`config.mk`:
```
export PLATFORM = sky130hd
export DESIGN_NAME = video_pattern_gen
export DESIGN_NICKNAME = d
export VERILOG_FILES = /design/src/rtl/video_pattern_gen.sv
export SDC_FILE = /design/constraint.sdc
export NUM_CORES = 1
export LEC_CHECK = 0
export ABC_AREA = 1
export ABC_CLOCK_PERIOD_IN_PS = 2000
export BUFFER_PORTS_ARGS = -buffer_cell sky130_fd_sc_hd__clkbuf_2
export CAP_MARGIN = 20
export CORE_ASPECT_RATIO = 1.1
export CORE_MARGIN = 1.5
export CORE_UTILIZATION = 51
export DETAILED_ROUTE_END_ITERATION = 8
export GPL_ROUTABILITY_DRIVEN = 0
export GPL_TIMING_DRIVEN = 0
export HOLD_SLACK_MARGIN = 0.08
export PLACE_DENSITY = 0.77
export SETUP_SLACK_MARGIN = 0.5
export SLEW_MARGIN = 5
export SYNTH_ARGS = -nofsm -noshare
export SYNTH_HDL_FRONTEND = slang
export SYNTH_SLANG_ARGS = --single-unit
```
`constraint.sdc`:
```
create_clock -name clk -period 2 [get_ports clk]
set_input_delay 0.4 -clock clk [delete_from_list [all_inputs] [get_ports clk]]
set_output_delay 0.4 -clock clk [all_outputs]
set_load 0.05 [all_outputs]
```
`src/rtl/video_pattern_gen.sv`:
```
// Raster timing generator with built-in test patterns, one pixel per clock.
// Outputs are registered one cycle after the counter state that produces them.
//
// state   | meaning
// --------+--------------------------------------------------------------
// S_IDLE  | counters held at 0, syncs inactive, no video, busy low
// S_RUN   | counters free-run, frames repeat while en is high
// S_DRAIN | en dropped: finish the current frame, then go idle
//           (en seen again returns straight to S_RUN)
module video_pattern_gen #(
  parameter int H_ACTIVE = 640,
  parameter int H_FP     = 16,
  parameter int H_SYNC   = 96,
  parameter int H_BP     = 48,
  parameter int V_ACTIVE = 480,
  parameter int V_FP     = 10,
  parameter int V_SYNC   = 2,
  parameter int V_BP     = 33,
  parameter bit HS_POL   = 1'b0,
  parameter bit VS_POL   = 1'b0,
  parameter int COLOR_W  = 8,
  parameter int ADDR_W   = 19
) (
  input  logic                   clk,
  input  logic                   rst,
  input  logic                   en,
  input  logic [1:0]             mode,
  input  logic [3*COLOR_W-1:0]   solid_rgb,
  output logic                   hs,
  output logic                   vs,
  output logic                   de,
  output logic [15:0]            x,
  output logic [15:0]            y,
  output logic [ADDR_W-1:0]      address,
  output logic                   frame_start,
  output logic                   line_start,
  output logic [COLOR_W-1:0]     red,
  output logic [COLOR_W-1:0]     green,
  output logic [COLOR_W-1:0]     blue,
  output logic [15:0]            frame_cnt,
  output logic                   busy
);

  localparam int H_TOTAL = H_ACTIVE + H_FP + H_SYNC + H_BP;
  localparam int V_TOTAL = V_ACTIVE + V_FP + V_SYNC + V_BP;
  localparam int HW      = $clog2(H_TOTAL);
  localparam int VW      = $clog2(V_TOTAL);
  localparam int BAR_W   = H_ACTIVE / 8;
  localparam int BW      = (BAR_W > 1) ? $clog2(BAR_W) : 1;

  localparam logic [HW-1:0] H_LAST   = HW'(H_TOTAL - 1);
  localparam logic [HW-1:0] H_ACT    = HW'(H_ACTIVE);
  localparam logic [HW-1:0] HS_FIRST = HW'(H_ACTIVE + H_FP);
  localparam logic [HW-1:0] HS_LAST  = HW'(H_ACTIVE + H_FP + H_SYNC - 1);
  localparam logic [VW-1:0] V_LAST   = VW'(V_TOTAL - 1);
  localparam logic [VW-1:0] V_ACT    = VW'(V_ACTIVE);
  localparam logic [VW-1:0] VS_FIRST = VW'(V_ACTIVE + V_FP);
  localparam logic [VW-1:0] VS_LAST  = VW'(V_ACTIVE + V_FP + V_SYNC - 1);
  localparam logic [BW-1:0] BAR_LAST = BW'(BAR_W - 1);

  typedef enum logic [1:0] {S_IDLE, S_RUN, S_DRAIN} state_t;

  state_t                 state_q, state_d;
  logic [HW-1:0]          h_q, h_d;
  logic [VW-1:0]          v_q, v_d;
  logic [BW-1:0]          bar_px_q, bar_px_d;
  logic [2:0]             bar_idx_q, bar_idx_d;
  logic [ADDR_W-1:0]      addr_q, addr_d;
  logic [1:0]             mode_q, mode_d;
  logic [3*COLOR_W-1:0]   solid_q, solid_d;

  logic                   hs_q, hs_d, vs_q, vs_d, de_q, de_d;
  logic [15:0]            x_q, x_d, y_q, y_d;
  logic [ADDR_W-1:0]      address_q, address_d;
  logic                   frame_start_q, frame_start_d, line_start_q, line_start_d;
  logic [COLOR_W-1:0]     red_q, red_d, green_q, green_d, blue_q, blue_d;
  logic [15:0]            frame_cnt_q, frame_cnt_d;
  logic                   busy_q, busy_d;

  logic active, frame_wrap, frame_origin, de_now;

  assign active       = (state_q != S_IDLE);
  assign frame_wrap   = active && (h_q == H_LAST) && (v_q == V_LAST);
  assign frame_origin = (h_q == '0) && (v_q == '0);
  assign de_now       = active && (h_q < H_ACT) && (v_q < V_ACT);

  // Run/drain/idle sequencing; a drain always ends on a frame wrap.
  always_comb begin
    state_d = state_q;
    case (state_q)
      S_IDLE:  if (en) state_d = S_RUN;
      S_RUN:   if (!en) state_d = S_DRAIN;
      S_DRAIN: begin
        if (en)              state_d = S_RUN;
        else if (frame_wrap) state_d = S_IDLE;
      end
      default: state_d = S_IDLE;
    endcase
  end

  // Raster counters, bar sub-counter, incremental address and frame-aligned pattern latch.
  always_comb begin
    h_d = h_q;
    v_d = v_q;
    if (!active) begin
      h_d = '0;
      v_d = '0;
    end else if (h_q == H_LAST) begin
      h_d = '0;
      v_d = (v_q == V_LAST) ? '0 : v_q + VW'(1);
    end else begin
      h_d = h_q + HW'(1);
    end

    bar_px_d  = bar_px_q;
    bar_idx_d = bar_idx_q;
    if (h_d == '0) begin
      bar_px_d  = '0;
      bar_idx_d = '0;
    end else if (bar_px_q == BAR_LAST) begin
      bar_px_d  = '0;
      bar_idx_d = bar_idx_q + 3'd1;
    end else begin
      bar_px_d  = bar_px_q + BW'(1);
    end

    addr_d = addr_q;
    if ((h_d == '0) && (v_d == '0)) addr_d = '0;
    else if (de_now)                addr_d = addr_q + ADDR_W'(1);

    // The latched value is also what the origin pixel itself uses.
    mode_d  = frame_origin ? mode      : mode_q;
    solid_d = frame_origin ? solid_rgb : solid_q;
  end

  // Output values for the current counter state.
  always_comb begin
    hs_d          = (active && (h_q >= HS_FIRST) && (h_q <= HS_LAST)) ? HS_POL : ~HS_POL;
    vs_d          = (active && (v_q >= VS_FIRST) && (v_q <= VS_LAST)) ? VS_POL : ~VS_POL;
    de_d          = de_now;
    x_d           = de_now ? 16'(h_q) : 16'd0;
    y_d           = de_now ? 16'(v_q) : 16'd0;
    address_d     = de_now ? addr_q : '0;
    frame_start_d = de_now && frame_origin;
    line_start_d  = de_now && (h_q == '0);
    frame_cnt_d   = frame_wrap ? frame_cnt_q + 16'd1 : frame_cnt_q;
    busy_d        = active;

    red_d   = '0;
    green_d = '0;
    blue_d  = '0;
    if (de_now) begin
      case (mode_d)
        2'd0: {red_d, green_d, blue_d} = solid_d;
        2'd1: begin
          red_d   = {COLOR_W{~bar_idx_q[1]}};
          green_d = {COLOR_W{~bar_idx_q[2]}};
          blue_d  = {COLOR_W{~bar_idx_q[0]}};
        end
        2'd2: begin
          red_d   = x_d[COLOR_W-1:0];
          green_d = x_d[COLOR_W-1:0];
          blue_d  = x_d[COLOR_W-1:0];
        end
        default: begin
          red_d   = {COLOR_W{x_d[4] ^ y_d[4]}};
          green_d = {COLOR_W{x_d[4] ^ y_d[4]}};
          blue_d  = {COLOR_W{x_d[4] ^ y_d[4]}};
        end
      endcase
    end
  end

  // Control state and raster counters.
  always_ff @(posedge clk) begin
    if (rst) begin
      state_q   <= S_IDLE;
      h_q       <= '0;
      v_q       <= '0;
      bar_px_q  <= '0;
      bar_idx_q <= '0;
      addr_q    <= '0;
      mode_q    <= '0;
      solid_q   <= '0;
    end else begin
      state_q   <= state_d;
      h_q       <= h_d;
      v_q       <= v_d;
      bar_px_q  <= bar_px_d;
      bar_idx_q <= bar_idx_d;
      addr_q    <= addr_d;
      mode_q    <= mode_d;
      solid_q   <= solid_d;
    end
  end

  // Output registers, all aligned to the same counter state.
  always_ff @(posedge clk) begin
    if (rst) begin
      hs_q          <= ~HS_POL;
      vs_q          <= ~VS_POL;
      de_q          <= 1'b0;
      x_q           <= '0;
      y_q           <= '0;
      address_q     <= '0;
      frame_start_q <= 1'b0;
      line_start_q  <= 1'b0;
      red_q         <= '0;
      green_q       <= '0;
      blue_q        <= '0;
      frame_cnt_q   <= '0;
      busy_q        <= 1'b0;
    end else begin
      hs_q          <= hs_d;
      vs_q          <= vs_d;
      de_q          <= de_d;
      x_q           <= x_d;
      y_q           <= y_d;
      address_q     <= address_d;
      frame_start_q <= frame_start_d;
      line_start_q  <= line_start_d;
      red_q         <= red_d;
      green_q       <= green_d;
      blue_q        <= blue_d;
      frame_cnt_q   <= frame_cnt_d;
      busy_q        <= busy_d;
    end
  end

  assign hs          = hs_q;
  assign vs          = vs_q;
  assign de          = de_q;
  assign x           = x_q;
  assign y           = y_q;
  assign address     = address_q;
  assign frame_start = frame_start_q;
  assign line_start  = line_start_q;
  assign red         = red_q;
  assign green       = green_q;
  assign blue        = blue_q;
  assign frame_cnt   = frame_cnt_q;
  assign busy        = busy_q;

endmodule

```
==> results of run 1 <==
logic make-up after synthesis:
logic type / share of synthesized area, %
adder cells (fa/ha/maj): 1.57
XOR/XNOR: 3.29
AND/OR/NAND/NOR: 33.6
AO/OA/AOI/OAI: 5.03
other: 0.0522
buffers and inverters: 11.3
flip-flops: 45.2
repair_timing:
| action | CTS |
|---|---|
| cloned | 10 |
| setup buffers | 49 |
| pin swaps | 53 |
| endpoints found under the setup margin | 156 |
| gates resized for setup | 288 |
Yosys cell counts (all sizes together) (11+ instances only):
cell type,number,area share (%)
inv,146,7.6
nand3,110,7.9
nor2,228,13
nand4,11,0.96
nand2,152,8.6
a21oi,21,1.5
nor3,25,2.1
clkbuf,19,0.99
dfxtp,162,45
xor2,25,3.0
buf,23,2.6
o21ai,41,2.9
per-layer routing:
metal,global-route usage (%),overflow
met1,68.2,0
met2,80.6,1
met3,63.0,0
met4,63.4,1
met5,37.5,0
through the flow:
stage          cells  TNS (ps)  utilization, %  worst slack, ps  hold WS [ps]
2_1_floorplan   1004         0               -              181           418
3_3_place_gp    1304     -8100            58.9             -209           430
3_5_place_dp    1304     -8300            58.9             -217           447
4_1_cts         1395      -340            75.2            -39.5           203
==> impl_metrics.toml, run 1 <==
[yosys]
synth_sequential_area_ratio_pct = 45.2
ys_warn_count = 0
avgSynthCellArea_sq_um = 7.24
synth_edf_count = 0
synthFlopType = "dfxtp_1"
synth_area_sq_um = 7180
ys_ff_latch = 162
postSynthCellCount = 992
synthDistinctLibCells = 37
async_reset_ff_share_pct = 0

[clock_network]
clock-sinks = 162
ctsHoldBuffers = 0
numCtsBuffers = 17
clockBufferDepth = 2
htree_levels = 4
cts-root-buf = "clkbuf_16"

[placement]
hpwl_um = 12500
place_area_sq_um = 8130
port_buffers = 112

[run_status]
error_line = "[ERROR GRT-0232] Routing congestion too high. Check the congestion heatmap in the GUI."
status = "stopped before the end"
stop_stage = "5_1_grt"

[floorplan]
rows = 45
io_pins = 126
fp.dieH_um = 127
initial_core_util_pct = 52.1
die-width_um = 116

[global_routing]
antenna_found_initial = 3
grt_max_degree = 17
track_usage_pct = 69.2
grt_overflow = 2

[timing]
worst-ep-kind = "register input"
worst_endpoint = "red[4]$_SDFF_PP0_/D"
==> inputs of run 2 (changes only) <==
ABC_CLOCK_PERIOD_IN_PS = 2600   (was 2000)
CORE_ASPECT_RATIO = unset   (was 1.1)
CORE_UTILIZATION = 40   (was 51)
HOLD_SLACK_MARGIN = unset   (was 0.08)
PLACE_DENSITY = unset   (was 0.77)
PLACE_DENSITY_LB_ADDON = 0.15   (was unset)
SETUP_SLACK_MARGIN = unset   (was 0.5)
clock period = 2.6 ns   (was 2 ns; I/O delays follow)
==> impl_metrics.toml, run 2 <==
[run_status]
status = "finished clean"

[yosys]
synthDistinctLibCells = 37
synth_edf_count = 0
ys_warn_count = 0
ys_ff_latch = 162
synth_area_sq_um = 7180
synth_common_cells = "nor2_1, dfxtp_1, inv_1, nand2_1, nand3_1"
postSynthCellCount = 992
synth_top_area_share_pct = 45.2
yosysMostFrequentCell = "nor2_1"
synth_area_leader_cell = "dfxtp_1"
synth_sequential_area_ratio_pct = 45.2
yosys-top-cells-area = "dfxtp_1, nor2_1, nand3_1, inv_1, nand2_1"
synthFlopType = "dfxtp_1"
avgSynthCellArea_sq_um = 7.24
async_reset_ff_share_pct = 0

[routing]
vias_per_cell = 4.66
drc = 0
route.vias.total = 6396
final_antenna_net_count = 0
post_drt_wl_per_cell_um = 12.9
routed_wl_um = 17800
drt_iter0_drc = 465
firstDrtPassIters = 5

[critical_path]
cp_top_family = "simple AND/OR/NAND/NOR gates"
cpPeakStageDelay_ps = 350
cp_data_required_time_ps = 2960
cp_max_fo = 10
path_cells = "inv_1 -> ha_1 -> nand4_1 -> nor2_1 -> nand2_1 -> clkbuf_1 -> o21ai_0 -> nand3_1 -> nand3_1 -> nor2_1 -> nor2_1"
cp_common_cell = "nor2_1"
critPathArrivalTime_ps = 2780
path_class = "register to register"
path_buf_inv = 2
cpMaxStageDelayCell = "o21ai_0"
endpoint_kind = "register"
cp-start-kind = "register"

[floorplan]
dieArea_sq_um = 18800
coreArea_sq_um = 17400
die-width_um = 137
io_pins = 126
initial_core_util_pct = 41.2
fp.dieH_um = 137
rows = 48

[worst_hold_path]
hold_path.class = "input port to register"

[finish]
fin_util_pct = 49.5
antenna_cells = 0
layout_common_cells = "nor2_1, dfxtp_1, inv_1, nand2_1, clkbuf_2"
regMostFlops = "solid_q"
area_growth_syn_to_layout_pct = 20.1
nNetsFinal = 1173
final_common_cell = "nor2_1"
largest_reg_flops = 24
drive_gt1_share_pct = 18.6

[clock_network]
clock-sinks = 162
cts_tree = "done"
htree_levels = 4
clk_pin_slew_ps = 60
clockBufferDepth = 2
clk_latency_ps = 430
numCtsBuffers = 17
cts-root-buf = "clkbuf_16"

[timing]
rsz0062_at_grt = "yes"
skew_ps = 8.75
fmax_ghz = 0.413
tightest_slew_ps = 658
setup_tns_ps = 0
maxSlewViolCount = 0
setup_violations = 0
fin_crit_sh_pct = 93.1
fin_crit_ps = 2420
hold_viol_final = 0
slew_headroom_pct = 55.8

[global_routing]
track_usage_pct = 19.5
grt_max_degree = 17
grt_overflow = 0
antenna_found_initial = 0
grt_first_pass_wirelength_um = 28500
grt_pass1_vias = 5867

[placement]
port_buffers = 112
hpwl_um = 13300

[power_and_ir_drop]
power-per-cell-area_nw_per_um2 = 635
ir_worst_vdd_mv = 0.493
p_leak_nw = 3.91

[run]
max-cap-violations = 0
==> run 2: path summary, 6_finish.rpt <==
check,start,to,slack [ps],depth (start not counted)
worst min-delay path,en,state_q[0]$_SDFFE_PP0P_,330,3
worst min register to register,bar_px_q[0]$_SDFF_PP0_,bar_px_q[0]$_SDFF_PP0_,460,1
worst max register to register,v_q[1]$_SDFF_PP0_,green[0]$_SDFF_PP0_,180,11
worst max-delay path,v_q[1]$_SDFF_PP0_,green[0]$_SDFF_PP0_,180,11
==> run 2: repair_timing <==
action | 4_1_cts | 5_1_grt
buffers inserted | 0 | 0
gates resized for setup | 0 | 4
setup endpoints to repair | 0 | 7
hold buffers | 0 | 0
==> run 2: cell type report <==
class / count / area, sq um
multi-input combinational: 653 / 3180
fill: 1839 / 8790
buffer: 42 / 258
timing repair buffer: 112 / 561
clock inverter: 13 / 125
sequential: 162 / 3240
inverter: 147 / 552
tap: 225 / 282
clock buffer: 19 / 433
==> run 2: worst min-delay path, stage by stage <==
cell and delay [ps]:
clkbuf_2 90, nand2_1 60, nor2_1 40
==> run 2: through the flow <==
stage          power (mW)  instance area (sq um)  setup slack (ps)  hold WS [ps]  cells
4_1_cts              5.54                   8630               105           316   1373
3_5_place_dp         3.13                   8070               126           447   1341
2_1_floorplan        3.00                   7230               710           418   1004
3_3_place_gp         3.13                   8070               122           436   1341
6_report             5.48                   8630               181           331   1373
5_1_grt              5.68                   8630             -28.6           327   1373
==> run 2: metal layers <==
layer  part of all wire (%)  wire length (um)  GRT usage (%)
met5                      0                 0              0
met4                    1.3               236           6.32
met3                    4.1               733           2.93
met2                     45              8060           31.6
met1                     49              8740           26.5
==> run 2: logic make-up (layout without fill, tap and decap cells) <==
group / count (synthesis) / in the layout / share of synthesized area (%)
XOR/XNOR: 27 / 27 / 3.29
AO/OA/AOI/OAI: 68 / 68 / 5.03
other: 1 / 13 / 0.0522
adder cells (fa/ha/maj): 9 / 9 / 1.57
buffers and inverters: 189 / 333 / 11.3
flip-flops: 162 / 162 / 45.2
AND/OR/NAND/NOR: 536 / 536 / 33.6
==> run 2: power breakdown <==
part	switching, mW	internal (mW)
registers	0.0168	2.54
clock network	1.07	1.34
logic	0.382	0.140
Note: power is estimated with default switching activity, not from simulation.
